**src/rtl/serial_subtractor.sv**
```systemverilog
// serial_subtractor: bit-serial a - b via a + ~b + 1, LSB first, valid/ready on both sides.
module serial_subtractor #(
  parameter int WIDTH = 4
) (
  input  logic             clk,
  input  logic             rst,
  input  logic             in_valid,
  output logic             in_ready,
  input  logic [WIDTH-1:0] a,
  input  logic [WIDTH-1:0] b,
  output logic             out_valid,
  input  logic             out_ready,
  output logic [WIDTH-1:0] diff,
  output logic             borrow,
  output logic             ovf,
  output logic             zero
);
  localparam int CW = $clog2(WIDTH);
  typedef enum logic [1:0] {IDLE, RUN, DONE} state_t;
  state_t state_q, state_d;
  logic [WIDTH-1:0] a_q, a_d, b_q, b_d, res_q, res_d, diff_q, diff_d, full;
  logic [CW-1:0] cnt_q, cnt_d;
  logic c_q, c_d, borrow_q, borrow_d, ovf_q, ovf_d, zero_q, zero_d;
  logic a_msb_q, a_msb_d, b_msb_q, b_msb_d;
  logic ai, nbi, di, co, last;
  always_comb begin
    ai = a_q[0];
    nbi = ~b_q[0];
    di = ai ^ nbi ^ c_q;
    co = (ai & nbi) | (c_q & (ai ^ nbi));
    full = {di, res_q[WIDTH-1:1]};
    last = cnt_q == CW'(WIDTH - 1);
    state_d = state_q;
    a_d = a_q;
    b_d = b_q;
    res_d = res_q;
    cnt_d = cnt_q;
    c_d = c_q;
    a_msb_d = a_msb_q;
    b_msb_d = b_msb_q;
    diff_d = diff_q;
    borrow_d = borrow_q;
    ovf_d = ovf_q;
    zero_d = zero_q;
    if (state_q == IDLE && in_valid) begin
      state_d = RUN;
      a_d = a;
      b_d = b;
      c_d = 1'b1;
      cnt_d = '0;
      a_msb_d = a[WIDTH-1];
      b_msb_d = b[WIDTH-1];
    end else if (state_q == RUN) begin
      a_d = a_q >> 1;
      b_d = b_q >> 1;
      res_d = full;
      c_d = co;
      cnt_d = cnt_q + 1'b1;
      if (last) begin
        state_d = DONE;
        diff_d = full;
        borrow_d = ~co;
        ovf_d = (a_msb_q != b_msb_q) && (full[WIDTH-1] != a_msb_q);
        zero_d = full == '0;
      end
    end else if (state_q == DONE && out_ready) begin
      state_d = IDLE;
    end
  end
  always_ff @(posedge clk) begin
    if (rst) begin
      state_q <= IDLE;
      a_q <= '0;
      b_q <= '0;
      res_q <= '0;
      cnt_q <= '0;
      c_q <= 1'b1;
      a_msb_q <= 1'b0;
      b_msb_q <= 1'b0;
      diff_q <= '0;
      borrow_q <= 1'b0;
      ovf_q <= 1'b0;
      zero_q <= 1'b0;
    end else begin
      state_q <= state_d;
      a_q <= a_d;
      b_q <= b_d;
      res_q <= res_d;
      cnt_q <= cnt_d;
      c_q <= c_d;
      a_msb_q <= a_msb_d;
      b_msb_q <= b_msb_d;
      diff_q <= diff_d;
      borrow_q <= borrow_d;
      ovf_q <= ovf_d;
      zero_q <= zero_d;
    end
  end
  assign in_ready = (state_q == IDLE) && !rst;
  assign out_valid = state_q == DONE;
  assign diff = diff_q;
  assign borrow = borrow_q;
  assign ovf = ovf_q;
  assign zero = zero_q;
endmodule

```
**config.mk**
```make
export PLATFORM = sky130hd
export DESIGN_NAME = serial_subtractor
export DESIGN_NICKNAME = d
export VERILOG_FILES = /design/src/rtl/serial_subtractor.sv
export SDC_FILE = /design/constraint.sdc
export NUM_CORES = 1
export LEC_CHECK = 0
export CELL_PAD_IN_SITES_DETAIL_PLACEMENT = 0
export CELL_PAD_IN_SITES_GLOBAL_PLACEMENT = 1
export CORE_ASPECT_RATIO = 1.2
export CORE_MARGIN = 5
export CORE_UTILIZATION = 39
export CTS_BUF_LIST = sky130_fd_sc_hd__clkbuf_8
export CTS_CLUSTER_SIZE = 25
export DETAILED_ROUTE_END_ITERATION = 6
export PLACE_DENSITY = 0.87
export SYNTH_ARGS = -nofsm -noshare
export SYNTH_HDL_FRONTEND = slang
export SYNTH_SLANG_ARGS = --single-unit
```
**constraint.sdc**
```tcl
create_clock -name clk -period 1.7 [get_ports clk]
set_clock_uncertainty 0.1 [all_clocks]
set_input_delay 0.34 -clock clk [delete_from_list [all_inputs] [get_ports clk]]
set_output_delay 0.34 -clock clk [all_outputs]
set_load 0.05 [all_outputs]
```
==> parameters.txt, run 1 <==
Parameter                              Value

Run status
  Run status    finished, final reports clean

STA
  Setup repair after global routing missed its margin    no
  Final min period    1610 ps
  Maximum operating frequency    0.620 GHz
  Slew @ Worst Pin    364 ps
  Worst hold-check slack    358 ps
  Hold violation total from the final report    0
  Final-report max-slew violation count    0
  Headroom to the max-slew limit    75.7%
  Fin worst setup slack    88.4 ps
  Post-route clock period utilization    94.8%
  Count of endpoints failing setup in the final report    0

Critical path
  Logic depth of the worst path, buffers included    5
  Crit path max fanout    5
  Reg-to-Reg Start    b_q[0]
  Crit Path Category    flip-flop to flip-flop
  Reg-to-reg critical path endpoint    zero
  Data arrival time at the worst-slack endpoint    1710 ps
  Startpoint Class    flip-flop
  Element type at the critical path end    flip-flop
  Data required time at the worst endpoint    1800 ps
  Reg2reg path depth    5
  Cell with the largest stage delay on the worst path    sky130_fd_sc_hd__fa_2
  Crit-path max cell delay    500 ps
  Worst setup startpoint    b_q[0]
  Setup slack of the worst register-to-register path    90 ps
  CP endpoint    zero
  Kind of cell adding the most delay to the critical path    adder cells
  Worst-path cell chain    inv_1, fa_2, nor4_1, nand2_1, a21oi_1
  Crit path buf inv count    1

Drt
  Mean number of vias per cell    5.06
  Initial DRT Pass Iterations    5
  DRC violation count after routing    0
  Routed wire length    2210 um
  Antenna Nets Post-Route    0
  Routed via count    910
  Number of DRC markers in iteration 0    25
  Post-detailed-route wirelength per cell    12.3 um

Logic synthesis
  Proportion of synthesized flip-flops having asynchronous set or reset    0%
  Number of synthesized register bits    25
  Netlist area before placement    0.00107 mm2
  Most frequently used flop master after synthesis    sky130_fd_sc_hd__dfxtp_1
  Syn. warnings    0
  Instance count of the mapped netlist    124
  Share of the yosys chip area belonging to registers    46.7%
  Count of flip-flops with a built-in enable after synthesis    0
  Net Count, Synth    138
  Number of distinct library cells after synthesis    28
  Synth Area per Inst    8.64 um2

Global routing
  Overall fraction of global-route tracks in use    12.8%
  Maximum number of pins on one net before global-route repair    26
  Overflow left after global routing    0
  Number of antenna violations at the first check in global routing    0
  Wire length of the first global-routing pass    4040 um
  Vias in the first global route    921

Die
  Starting density of the core    41.6%
  Die boundary height    67.4 um
  I/O Pins    21
  Die Span X    57.8 um
  Site Rows    20
  Full die area    0.00390 mm2
  Std-Cell Core Area    0.00258 mm2

Min path
  Path category of the worst min-delay check    flip-flop to flip-flop

Flow run
  Max-cap violations    0

Clock network
  Cell at the root of the clock tree    sky130_fd_sc_hd__clkbuf_8
  CTS hold repair buffers    0
  Clock tree from TritonCTS    built
  Total clock buffers created by CTS    3
  Buffer levels on the longest clock path    2
  Sinks on the clock net    25
  Clock latency on the worst-skew pair    260 ps
  Number of H-tree branching levels    1
  Clock slew at reported path FFs    90 ps

Pwr
  Worst supply voltage drop on vdd    0.000466 V
  Total power density per cell area    854 mW/mm2
  Static Leak    0.533 nW
  Overall power after layout    1.18 mW

Layout
  Fraction of layout instances using a drive strength above 1    19.7%
  Fillers    248
  Synthesis-to-layout area growth    29.2%
  Most frequent cells in the layout    27 x sky130_fd_sc_hd__nand2_1, 23 x sky130_fd_sc_hd__dfxtp_1, 20 x sky130_fd_sc_hd__a21oi_1, 14 x sky130_fd_sc_hd__buf_4, 11 x sky130_fd_sc_hd__clkdlybuf4s50_1
  End-of-flow core utilization    53.7%
  Commonest non-fill, non-tap cell in the layout    sky130_fd_sc_hd__nand2_1
  N_diodes    0
  Post-layout nets    162

Placed design
  Worst-case setup slack after placement    -98.9 ps
  Routability cong.    0.760
  Number of buffers inserted by port buffering    20
  Final HPWL DP    1660 um
[power by group]
| group | switching [mW] | internal, mW | leakage [nW] | total [mW] |
|---|---|---|---|---|
| registers | 0.0253 | 0.615 | 0.205 | 0.640 |
| clock network | 0.186 | 0.166 | 0.0217 | 0.351 |
| logic | 0.0926 | 0.0986 | 0.307 | 0.191 |
| total | 0.304 | 0.879 | 0.533 | 1.18 |
[Yosys cell counts (2+ instances only)]
library cell | instances | area share (%)
sky130_fd_sc_hd__nand2_1 | 27 | 9.5
sky130_fd_sc_hd__o221a_2 | 3 | 3.2
sky130_fd_sc_hd__a21oi_1 | 20 | 9.3
sky130_fd_sc_hd__buf_2 | 3 | 1.4
sky130_fd_sc_hd__and3b_1 | 2 | 1.6
sky130_fd_sc_hd__nand2b_1 | 2 | 1.2
sky130_fd_sc_hd__inv_1 | 3 | 1.1
sky130_fd_sc_hd__nor2_1 | 8 | 2.8
sky130_fd_sc_hd__dfxtp_1 | 25 | 47
sky130_fd_sc_hd__clkbuf_1 | 3 | 1.1
sky130_fd_sc_hd__buf_6 | 2 | 2.1
sky130_fd_sc_hd__nor3_1 | 4 | 1.9
sky130_fd_sc_hd__a211oi_1 | 5 | 3.5
sky130_fd_sc_hd__o22a_1 | 3 | 2.5
[through the flow]
stage	instances	instance area (um2)	TNS, ps
CTS	180	1380	0
finish	180	1380	0
global route	180	1380	0
floorplan	124	1080	0
global placement	176	1330	-207
detailed placement	176	1330	-438
[worst register-to-register path, stage by stage, from the launching register on]
cell,delay (ps)
sky130_fd_sc_hd__dfxtp_1,320
sky130_fd_sc_hd__inv_1,100
sky130_fd_sc_hd__fa_2,500
sky130_fd_sc_hd__nor4_1,310
sky130_fd_sc_hd__nand2_1,90
sky130_fd_sc_hd__a21oi_1,140
[flip-flops by register name (all words and copies together), names as in the netlist]
signal   flops
b_msb_q      1
borrow       1
a_msb_q      1
c_q          1
res_q        3
cnt_q        2
b_q          4
diff         4
state_q      2
zero         1
a_q          4
ovf          1
[worst min-delay path by stage]
stage / start / to / slack [ps] / cells past startpoint
floorplan: a_q[3] / a_q[3] / 340 / 2
CTS: b_q[3] / b_q[3] / 360 / 2
global placement: zero / zero / 340 / 2
finish: diff[3] / diff[3] / 360 / 2
global route: diff[2] / diff[2] / 380 / 2
detailed placement: b_q[3] / b_q[3] / 350 / 2
[kinds of logic (layout without fill, tap and decap cells)]
family / Yosys count / in the layout / synth area share (%)
AOI/OAI and AO/OA: 33 / 33 / 19.6
buffers and inverters: 11 / 34 / 5.61
muxes: 1 / 1 / 0.935
xor gates and xnor gates: 1 / 1 / 0.818
DFF: 25 / 25 / 46.7
adders and majority gates: 2 / 2 / 3.04
and+or+nand+nor: 51 / 51 / 23.2
[what timing repair did]
action	4_1_cts	5_1_grt
gates resized for setup	0	3
endpoints found under the setup margin	0	3
buffers inserted	0	0
[per-layer routing]
layer	track usage [%]	share of wire [%]	wire length [um]	vias to the layer above
met2	22.9	49	1070	24
li1	-	-	-	472
met3	2.68	5.2	116	0
met4	2.61	0	0	0
met1	15.7	46	1020	414
met5	0	0	0	-
[layout make-up]
cell class | instances | area (um2) | area share (%)
Timing Repair Buffer | 27 | 255 | 18.4
Multi-Input combinational cell | 88 | 524 | 37.9
Sequential cell | 25 | 503 | 36.3
Clock buffer | 3 | 41.3 | 2.98
Tap cell | 33 | 41.3 | 2.98
Inverter | 3 | 11.3 | 0.814
Clock inverter | 1 | 7.51 | 0.542
Power figures use the tool's default switching activity.
==> inputs of run 2 (changes only) <==
--- a/config.mk
+++ b/config.mk
@@ -11,9 +11,11 @@
 export CORE_MARGIN = 5
 export CORE_UTILIZATION = 39
 export CTS_BUF_LIST = sky130_fd_sc_hd__clkbuf_8
+export CTS_CLUSTER_DIAMETER = 80
 export CTS_CLUSTER_SIZE = 25
 export DETAILED_ROUTE_END_ITERATION = 6
 export PLACE_DENSITY = 0.87
 export SYNTH_ARGS = -nofsm -noshare
 export SYNTH_HDL_FRONTEND = slang
 export SYNTH_SLANG_ARGS = --single-unit
+export TNS_END_PERCENT = 5
==> results of run 2 <==
Final layout, timing and power as in run 1 (identical DEF).
==> inputs of run 3 (changes only) <==
--- a/config.mk
+++ b/config.mk
@@ -5,10 +5,11 @@
 export SDC_FILE = /design/constraint.sdc
 export NUM_CORES = 1
 export LEC_CHECK = 0
+export ABC_AREA = 0
 export CELL_PAD_IN_SITES_DETAIL_PLACEMENT = 0
 export CELL_PAD_IN_SITES_GLOBAL_PLACEMENT = 1
 export CORE_ASPECT_RATIO = 1.2
-export CORE_MARGIN = 5
+export CORE_MARGIN = 2
 export CORE_UTILIZATION = 39
 export CTS_BUF_LIST = sky130_fd_sc_hd__clkbuf_8
 export CTS_CLUSTER_DIAMETER = 80
==> parameters.txt, run 3 (synthesis gave the netlist of run 1 again) <==
Parameter                              Value

Layout
  N_diodes    0
  Fillers    250
  Combined flip-flop and latch cell area    500 um2
  Most frequent cells in the layout    27 x sky130_fd_sc_hd__nand2_1, 25 x sky130_fd_sc_hd__dfxtp_1, 20 x sky130_fd_sc_hd__a21oi_1, 15 x sky130_fd_sc_hd__buf_4, 11 x sky130_fd_sc_hd__clkdlybuf4s50_1
  Fraction of layout instances using a drive strength above 1    18.9%
  Non-filler instance count after layout    181
  End-of-flow core utilization    53.9%
  Synthesis-to-layout area growth    29.8%
  Multi-input logic area    529 um2
  Post-layout nets    163
  Commonest non-fill, non-tap cell in the layout    sky130_fd_sc_hd__nand2_1

Pwr
  Static Leak    0.542 nW
  Total power density per cell area    854 mW/mm2
  Worst supply voltage drop on vdd    0.000405 V

Clock network
  Number of setup buffers added after CTS    0
  CTS hold repair buffers    0
  Clock tree from TritonCTS    built
  Sinks on the clock net    25
  Total clock buffers created by CTS    3
  Cell at the root of the clock tree    sky130_fd_sc_hd__clkbuf_8
  Number of H-tree branching levels    1
  Clock slew at reported path FFs    80 ps
  Buffer levels on the longest clock path    2
  Clock latency on the worst-skew pair    270 ps

Drt
  Number of DRC markers in iteration 0    16
  Initial DRT Pass Iterations    4
  Mean number of vias per cell    5.17
  Post-detailed-route wirelength per cell    13.0 um
  Routed wire length    2350 um
  Antenna Nets Post-Route    0
  Routed via count    936
  DRC violation count after routing    0

Flow run
  Max-cap violations    0

Die
  Die Span X    51.8 um
  Full die area    0.00318 mm2
  Starting density of the core    41.6%
  Die boundary height    61.4 um
  I/O Pins    21
  Std-Cell Core Area    0.00258 mm2
  Site Rows    20

Critical path
  Element type at the critical path end    output port
  Crit path max fanout    9
  Reg-to-Reg Start    b_q[0]
  Data required time at the worst endpoint    1260 ps
  Worst setup startpoint    state_q[0]
  Crit Path Category    flip-flop to output port
  Data arrival time at the worst-slack endpoint    1180 ps
  Startpoint Class    flip-flop

STA
  Headroom to the max-slew limit    76.2%
  Post-route clock period utilization    95.2%
  Final-report max-slew violation count    0
  Maximum operating frequency    0.618 GHz
  Total negative setup slack    0 ps
  Setup repair after global routing missed its margin    no
  Final min period    1620 ps
  Slew @ Worst Pin    357 ps
  Fin worst setup slack    80.8 ps
  Hold violation total from the final report    0
  Count of endpoints failing setup in the final report    0

Placed design
  Final HPWL DP    1680 um
  Routability cong.    0.771
  Number of buffers inserted by port buffering    20
  Number of cells after detailed placement    177
  Worst-case setup slack after placement    -56.0 ps

Global routing
  Vias in the first global route    949
  Wire length of the first global-routing pass    4000 um
  Maximum number of pins on one net before global-route repair    26
  Overflow left after global routing    0
  Number of antenna violations at the first check in global routing    0
  Overall fraction of global-route tracks in use    17.0%

Min path
  Worst min-delay path startpoint    zero
  Path category of the worst min-delay check    flip-flop to flip-flop

Run status
  Run status    finished, final reports clean
## run 3: cell count changes in the layout (fill, tap and decap cells not counted), sizes merged
cell	previous run	this run
inv	3	4
clkinvlp	1	0
buf	16	17
## run 3: final cells by class
cell class	instances	area share [%]
inverter	3	0.810
clock inverter	1	0.270
sequential	25	36.0
clock buffer	3	2.97
multi-input combinational	88	38.1
tap	33	2.97
timing repair buffer	28	18.9
## run 3: metrics by stage
step	area (um2)	hold WS, ps	power, mW
2_1_floorplan	1080	337	0.771
3_3_place_gp	1340	340	0.845
3_5_place_dp	1340	347	0.853
4_1_cts	1380	358	1.19
5_1_grt	1390	373	1.24
6_report	1390	357	1.19
## run 3: what timing repair did
action | CTS | global route
resized for setup | 0 | 2
setup endpoints to repair | 1 | 1
pin swaps | 1 | 0
## run 3: worst paths after layout
kind / end / slack (ps) / cells after the start
worst max-delay path: out_valid / 80 / 2
worst min-delay path: zero / 360 / 2
worst max register to register: zero / 110 / 5
worst min register to register: zero / 360 / 2
## run 3: power breakdown
part	switching [mW]	internal [mW]	total [mW]
logic	0.0987	0.106	0.205
registers	0.0248	0.614	0.639
clock network	0.181	0.162	0.343
## run 3: metal layers
metal / vias to the layer above / share of wire, % / track usage [%]
met5: - / 0 / 0
met4: 0 / 3.1 / 9.77
met3: 7 / 3.7 / 2.67
met2: 21 / 49 / 30.9
met1: 432 / 45 / 18.9
li1: 476 / - / -
## run 3: critical path, cell delays in order (launching register included)
cell and delay, ps:
sky130_fd_sc_hd__dfxtp_1 510, sky130_fd_sc_hd__and2b_1 260, sky130_fd_sc_hd__buf_12 150
